### src/rtl/alu_pkg.sv
// alu_pkg: shared types for the sequential ALU.
// Opcode enum, FSM state enum and op_is_sub() helper.
package alu_pkg;

  typedef enum logic [2:0] {
    OP_ADD = 3'd0,
    OP_ADC = 3'd1,
    OP_SUB = 3'd2,
    OP_SBC = 3'd3,
    OP_AND = 3'd4,
    OP_OR  = 3'd5,
    OP_XOR = 3'd6,
    OP_MUL = 3'd7
  } alu_op_t;

  typedef enum logic [1:0] {
    IDLE,
    MUL_RUN,
    MUL_DONE
  } alu_state_t;

  function automatic logic op_is_sub(
    input alu_op_t op
  );
    return (op == OP_SUB) || (op == OP_SBC);
  endfunction

endpackage

### src/rtl/alu_seq_mul.sv
// alu_seq_mul: iterative shift-add multiplier, one bit per cycle.
// Ports: clk, reset, start, a, b -> done (last-iteration cycle), product.
`ifdef ALU_SEQ_MUL_EN
module alu_seq_mul #(
  parameter int DATA_BITS = 8,
  parameter int CNT_BITS  = $clog2(DATA_BITS) + 1
) (
  input  logic                   clk,
  input  logic                   reset,
  input  logic                   start,
  input  logic [DATA_BITS-1:0]   a,
  input  logic [DATA_BITS-1:0]   b,
  output logic                   done,
  output logic [2*DATA_BITS-1:0] product
);

  localparam int W = DATA_BITS;

  logic            busy;
  logic [CNT_BITS-1:0] cnt;
  logic [W-1:0]    mcand;
  logic [W-1:0]    mplier;
  // bit 0 of the partial product is always shifted out
  // before it is read, so it is never stored
  logic [2*W-1:1]  prod;
  logic [W:0]      sum;

  // product is the value after this cycle's iteration,
  // so the final result is usable in the done cycle
  always_comb begin
    sum = {1'b0, prod[2*W-1:W]}
        + (mplier[0] ? {1'b0, mcand} : '0);
    product = {sum, prod[W-1:1]};
    done = busy
        && (cnt == CNT_BITS'(W - 1));
  end

  always_ff @(posedge clk) begin
    if (reset) begin
      busy   <= 1'b0;
      cnt    <= '0;
      mcand  <= '0;
      mplier <= '0;
      prod   <= '0;
    end else if (start) begin
      busy   <= 1'b1;
      cnt    <= '0;
      mcand  <= a;
      mplier <= b;
      prod   <= '0;
    end else if (busy) begin
      prod   <= product[2*W-1:1];
      mplier <= mplier >> 1;
      cnt    <= cnt + CNT_BITS'(1);
      if (done) busy <= 1'b0;
    end
  end

endmodule
`endif

### src/rtl/alu_seq.sv
// alu_seq: opcode ALU with start/ready request and out_valid strobe.
// Macro ALU_SEQ_MUL_EN enables the iterative MUL (op=7) and its FSM.
module alu_seq
  import alu_pkg::*;
#(
  parameter int DATA_BITS = 8
) (
  input  logic                 clk,
  input  logic                 reset,
  input  logic                 start,
  input  alu_op_t              op,
  input  logic [DATA_BITS-1:0] a,
  input  logic [DATA_BITS-1:0] b,
  input  logic                 cin,
  output logic                 ready,
  output logic                 out_valid,
  output logic [DATA_BITS-1:0] result,
  output logic                 cout,
  output logic                 zero,
  output logic                 neg,
  output logic                 ovf
);

  localparam int M = DATA_BITS - 1;

  logic [DATA_BITS-1:0] bb;
  logic [DATA_BITS-1:0] sc_res;
  logic [DATA_BITS:0]   sum;
  logic                 ci;
  logic                 sc_cout;
  logic                 sc_ovf;
  logic                 accept;

  assign accept = start && ready;

  // single-cycle datapath; op 7 here is the
  // illegal-op result when MUL is not built
  always_comb begin
    bb = op_is_sub(op) ? ~b : b;
    ci = (op == OP_ADC || op == OP_SBC)
       ? cin : (op == OP_SUB);
    sum = {1'b0, a} + {1'b0, bb}
        + {{DATA_BITS{1'b0}}, ci};
    sc_res  = '0;
    sc_cout = 1'b0;
    sc_ovf  = 1'b0;
    case (op)
      OP_ADD, OP_ADC, OP_SUB, OP_SBC: begin
        sc_res  = sum[M:0];
        sc_cout = sum[DATA_BITS];
        sc_ovf  = (a[M] == bb[M])
               && (sum[M] != a[M]);
      end
      OP_AND:  sc_res = a & b;
      OP_OR:   sc_res = a | b;
      OP_XOR:  sc_res = a ^ b;
      default: sc_ovf = 1'b1;
    endcase
  end

`ifdef ALU_SEQ_MUL_EN
  localparam int MUL_CNT_BITS =
    $clog2(DATA_BITS) + 1;

  alu_state_t             state;
  logic                   mul_start;
  logic                   mul_done;
  logic [2*DATA_BITS-1:0] mul_prod;

  assign mul_start = accept && (op == OP_MUL);

  alu_seq_mul #(
    .DATA_BITS (DATA_BITS),
    .CNT_BITS  (MUL_CNT_BITS)
  ) u_mul (
    .clk     (clk),
    .reset   (reset),
    .start   (mul_start),
    .a       (a),
    .b       (b),
    .done    (mul_done),
    .product (mul_prod)
  );

  always_ff @(posedge clk) begin
    if (reset) begin
      state     <= IDLE;
      ready     <= 1'b1;
      out_valid <= 1'b0;
      result    <= '0;
      cout      <= 1'b0;
      zero      <= 1'b0;
      neg       <= 1'b0;
      ovf       <= 1'b0;
    end else begin
      out_valid <= 1'b0;
      if (mul_start) begin
        state <= MUL_RUN;
        ready <= 1'b0;
      end else if (accept) begin
        state     <= IDLE;
        out_valid <= 1'b1;
        result    <= sc_res;
        cout      <= sc_cout;
        zero      <= ~|sc_res;
        neg       <= sc_res[M];
        ovf       <= sc_ovf;
      end else if (state == MUL_RUN
                   && mul_done) begin
        // outputs load on entry, so they are
        // visible during the MUL_DONE cycle
        state     <= MUL_DONE;
        ready     <= 1'b1;
        out_valid <= 1'b1;
        result    <= mul_prod[M:0];
        cout      <= 1'b0;
        zero      <= ~|mul_prod[M:0];
        neg       <= mul_prod[M];
        ovf       <= |mul_prod[2*DATA_BITS-1:DATA_BITS];
      end else if (state == MUL_DONE) begin
        state <= IDLE;
      end
    end
  end
`else
  assign ready = 1'b1;

  always_ff @(posedge clk) begin
    if (reset) begin
      out_valid <= 1'b0;
      result    <= '0;
      cout      <= 1'b0;
      zero      <= 1'b0;
      neg       <= 1'b0;
      ovf       <= 1'b0;
    end else begin
      out_valid <= accept;
      if (accept) begin
        result <= sc_res;
        cout   <= sc_cout;
        zero   <= ~|sc_res;
        neg    <= sc_res[M];
        ovf    <= sc_ovf;
      end
    end
  end
`endif

endmodule

### config.mk
export PLATFORM = sky130hd
export DESIGN_NAME = alu_seq
export DESIGN_NICKNAME = d
export VERILOG_FILES = /design/src/rtl/alu_pkg.sv /design/src/rtl/alu_seq_mul.sv /design/src/rtl/alu_seq.sv
export SDC_FILE = /design/constraint.sdc
export NUM_CORES = 1
export LEC_CHECK = 0
export BUFFER_PORTS_ARGS = -buffer_cell sky130_fd_sc_hd__buf_2
export CAP_MARGIN = 10
export CORE_UTILIZATION = 53
export DETAILED_ROUTE_END_ITERATION = 8
export PLACE_DENSITY = 0.76
export SETUP_SLACK_MARGIN = 0.1
export SLEW_MARGIN = 20
export SYNTH_ARGS = -nofsm -noshare
export SYNTH_HDL_FRONTEND = slang
export SYNTH_SLANG_ARGS = --single-unit
### constraint.sdc
create_clock -name clk -period 5 [get_ports clk]
set_clock_uncertainty 0.2 [all_clocks]
set_input_delay 1.5 -clock clk [delete_from_list [all_inputs] [get_ports clk]]
set_output_delay 1.5 -clock clk [all_outputs]
set_load 0.1 [all_outputs]
==> summary.md <==
| Metric | Value |
|---|---|
| Synthesized area | `1400 sq um` |
| Critical path origin | `op[2]` |
| H-tree depth | `1` |
| CTS Hold Bufs | `0` |
| Post-synth top flop | `dfxtp_1` |
| Critical setup path kind | `input port to flip-flop` |
| Via density | `roughly 5.6` |
| Reported net switching power | `between 0.15 and 0.2 mW` |
| Switching part of the total | `47.90%` |
| IO buf count | `35` |
| Max Freq | `roughly 0.24 GHz` |
| Cell count after synthesis | `between 150 and 200` |
| RSZ-0062 raised after global routing | `no` |
| Post-synth EDFFs | `0` |
| DRT antenna net count | `0` |
| CP max FO | `20` |
| Final GP Congestion | `0.8732` |
| Cts bufs inserted | `3` |
| CP Data Arrival Time | `4.20 ns` |
| Peak supply drop | `just under 200 uV` |
| Mapped Avg Cell Area | `8.485 sq um` |
| Ys async rst share | `0%` |
| RR Startpoint | `result[6]` |
| Worst Path Required | `4.99 ns` |
| Crit share post-route | `between 80% and 90%` |
| Setup crit end kind | `flip-flop` |
| Final Routed Wirelength | `between 2000 and 3000 um` |
| Sequential Power Share | `27.2%` |
| Vias in the first global route | `1156` |
| Total Power | `roughly 0.4 mW` |
| Final core utilization | `64.34%` |
| Synth Warn # | `0` |
| Internal power consumption | `0.2040 mW` |
| IO Count | `37` |
| Antenna violations before repair | `0` |
| Power per cell area | `~250 nW/um^2` |
| Drt pass-1 iters | `5` |
| CTS-repair resized insts | `0` |
| TritonCTS clock tree | `yes` |
| Distinct cells, synth | `42` |
| Grt total ovfl | `0` |
| Layout cell share with drive strength beyond 1 | `24.62%` |
| Fin crit period | `between 4 and 5 ns` |
| Largest net degree at the start of global routing | `21` |
| Most frequent cell after synthesis | `ha_1` |
| Synth Register Bits | `12` |
| Synth top area share | `between 20% and 30%` |
| Nets | `245` |
| CTS Root Cell | `clkbuf_4` |
| Post-CTS Setup Bufs | `0` |
| Synth top area cells | `ha_1, dfxtp_1, mux2i_1` |
| Hold Crit Class | `flip-flop to flip-flop` |
| Final-layout fill cell count | `231` |
| Total track usage | `23.40%` |
| Area delta synth->final | `13.85%` |
| Worst setup SP type | `input port` |
| Max cap viols | `0` |
| Core area | `2477 sq um` |
| # clock sinks | `12` |
| Slew Limit Fails | `0` |
| Die H | `between 50 and 60 um` |
| Status | `completed` |
| Clock slew at reported path FFs | `0.07 ns` |
| Wirelength per Cell | `12.94 um` |
| Final setup fails | `0` |
| Gate power share | `57.7%` |
| Clk Latency, worst-skew pair | `0.28 ns` |
| Longest Clk Path Bufs | `2` |
| Die W | `53.40 um` |
| First-pass GRT wire length | `approximately 4800 um` |
| DR vias | `about 1300` |
| Post-DP HPWL | `2356 um` |
| Syn Nets | `about 210` |
| Sequential share of the synthesized area | `17.16%` |
| Hold Fails Final Rpt | `0` |
| Number of diodes | `0` |
| Hold Startpoint | `result[1]` |
| Starting Density | `56.52%` |
| Initial DRC count | `19` |
| Setup TNS | `0 ns` |
| Clock network fraction of design power | `between 10% and 20%` |
| Drt drc | `0` |
| Pleak | `0.8075 nW` |
| Die ar. | `about 2900 sq um` |
| FP Rows | `18` |
| Commonest cells in the netlist | `ha_1, inv_1, nor2_1, dfxtp_1` |
| Largest area contributor in the netlist | `ha_1` |
==> logic make-up (layout without fill, tap and decap cells) <==
group	count (synthesis)	count (layout)	synth area share, %
AO/OA/AOI/OAI	40	40	23.06
AND/OR/NAND/NOR	36	36	11.98
buffers and inverters	27	57	8.310
adder cells (fa/ha/maj)	25	25	23.41
XOR/XNOR	15	15	9.383
flip-flops	12	12	17.16
multiplexers	9	9	6.435
other	1	1	0.2678
==> path summary, 6_finish.rpt <==
| path | end | slack [ns] | depth (start not counted) |
|---|---|---|---|
| setup / recovery | zero | 0.80 | 12 |
| hold / removal | result[1] | 0.26 | 2 |
| setup reg to reg | result[6] | 4.12 | 2 |
| hold reg to reg | result[1] | 0.26 | 2 |
==> registers in the layout (all words and copies together) (netlist names) <==
name       cells
result         8
cout           1
out_valid      1
ovf            1
zero           1
==> through the flow <==
| step | hold slack (ns) | area [sq um] | std cells | setup WS (ns) |
|---|---|---|---|---|
| after floorplan | 0.7026 | 1400 | 165 | 0.7667 |
| after global placement | 0.2499 | 1572 | 222 | 0.6894 |
| after detailed placement | 0.2540 | 1572 | 222 | 0.5355 |
| after CTS | 0.2649 | 1594 | 225 | 0.8143 |
| after global routing | 0.2891 | 1594 | 225 | 0.6026 |
| final | 0.2630 | 1594 | 225 | 0.7982 |
==> layout by cell type (no fill, tap or decap), types with 2 or more instances in the layout <==
master    Yosys  routed
buf_2         3      35
ha_1         23      23
inv_1        18      18
nor2_1       15      15
dfxtp_1      12      12
nand2_1      10      10
xnor2_1      10      10
mux2i_1       9       9
a21oi_1       8       8
xor2_1        5       5
o21ai_1       5       5
o22ai_1       5       5
o221ai_1      3       3
a211oi_1      3       3
clkbuf_4      0       3
nor3_1        2       2
o211ai_1      2       2
o211ai_2      2       2
nand3_1       2       2
fa_1          2       2
==> metal layers <==
layer / global-route usage, % / up-vias / share of wire, %
met5: 0 / - / 0
met4: 12.72 / 0 / 1.2
met2: 40.42 / 47 / 48
met3: 4.598 / 6 / 5.4
li1: - / 630 / -
met1: 26.45 / 576 / 45
==> final cells by class <==
| class | count | area [sq um] | share of cell area [%] |
|---|---|---|---|
| multi-input combinational | 126 | 1044 | 65.46 |
| sequential | 12 | 240.2 | 15.07 |
| clock buffer | 3 | 22.52 | 1.413 |
| tap | 30 | 37.54 | 2.355 |
| timing repair buffer | 36 | 182.7 | 11.46 |
| inverter | 18 | 67.56 | 4.239 |
==> critical path, stage by stage <==
cell and delay (ns):
buf_2 0.29, inv_1 0.18, nand2_1 0.15, xnor2_1 0.10, fa_1 0.47, fa_1 0.44
a211oi_2 0.27, o31ai_2 0.11, xor2_1 0.14, o21ai_1 0.20, nand4bb_1 0.14, o32ai_2 0.21
==> power groups by stage <==
stage	sequential (mW)	combinational, mW	clock, mW
floorplan	0.164	0.128	0
global placement	0.108	0.219	0
detailed placement	0.109	0.225	0
CTS	0.107	0.226	0.0607
global route	0.107	0.245	0.0662
finish	0.107	0.226	0.0589
Power figures use the tool's default switching activity.
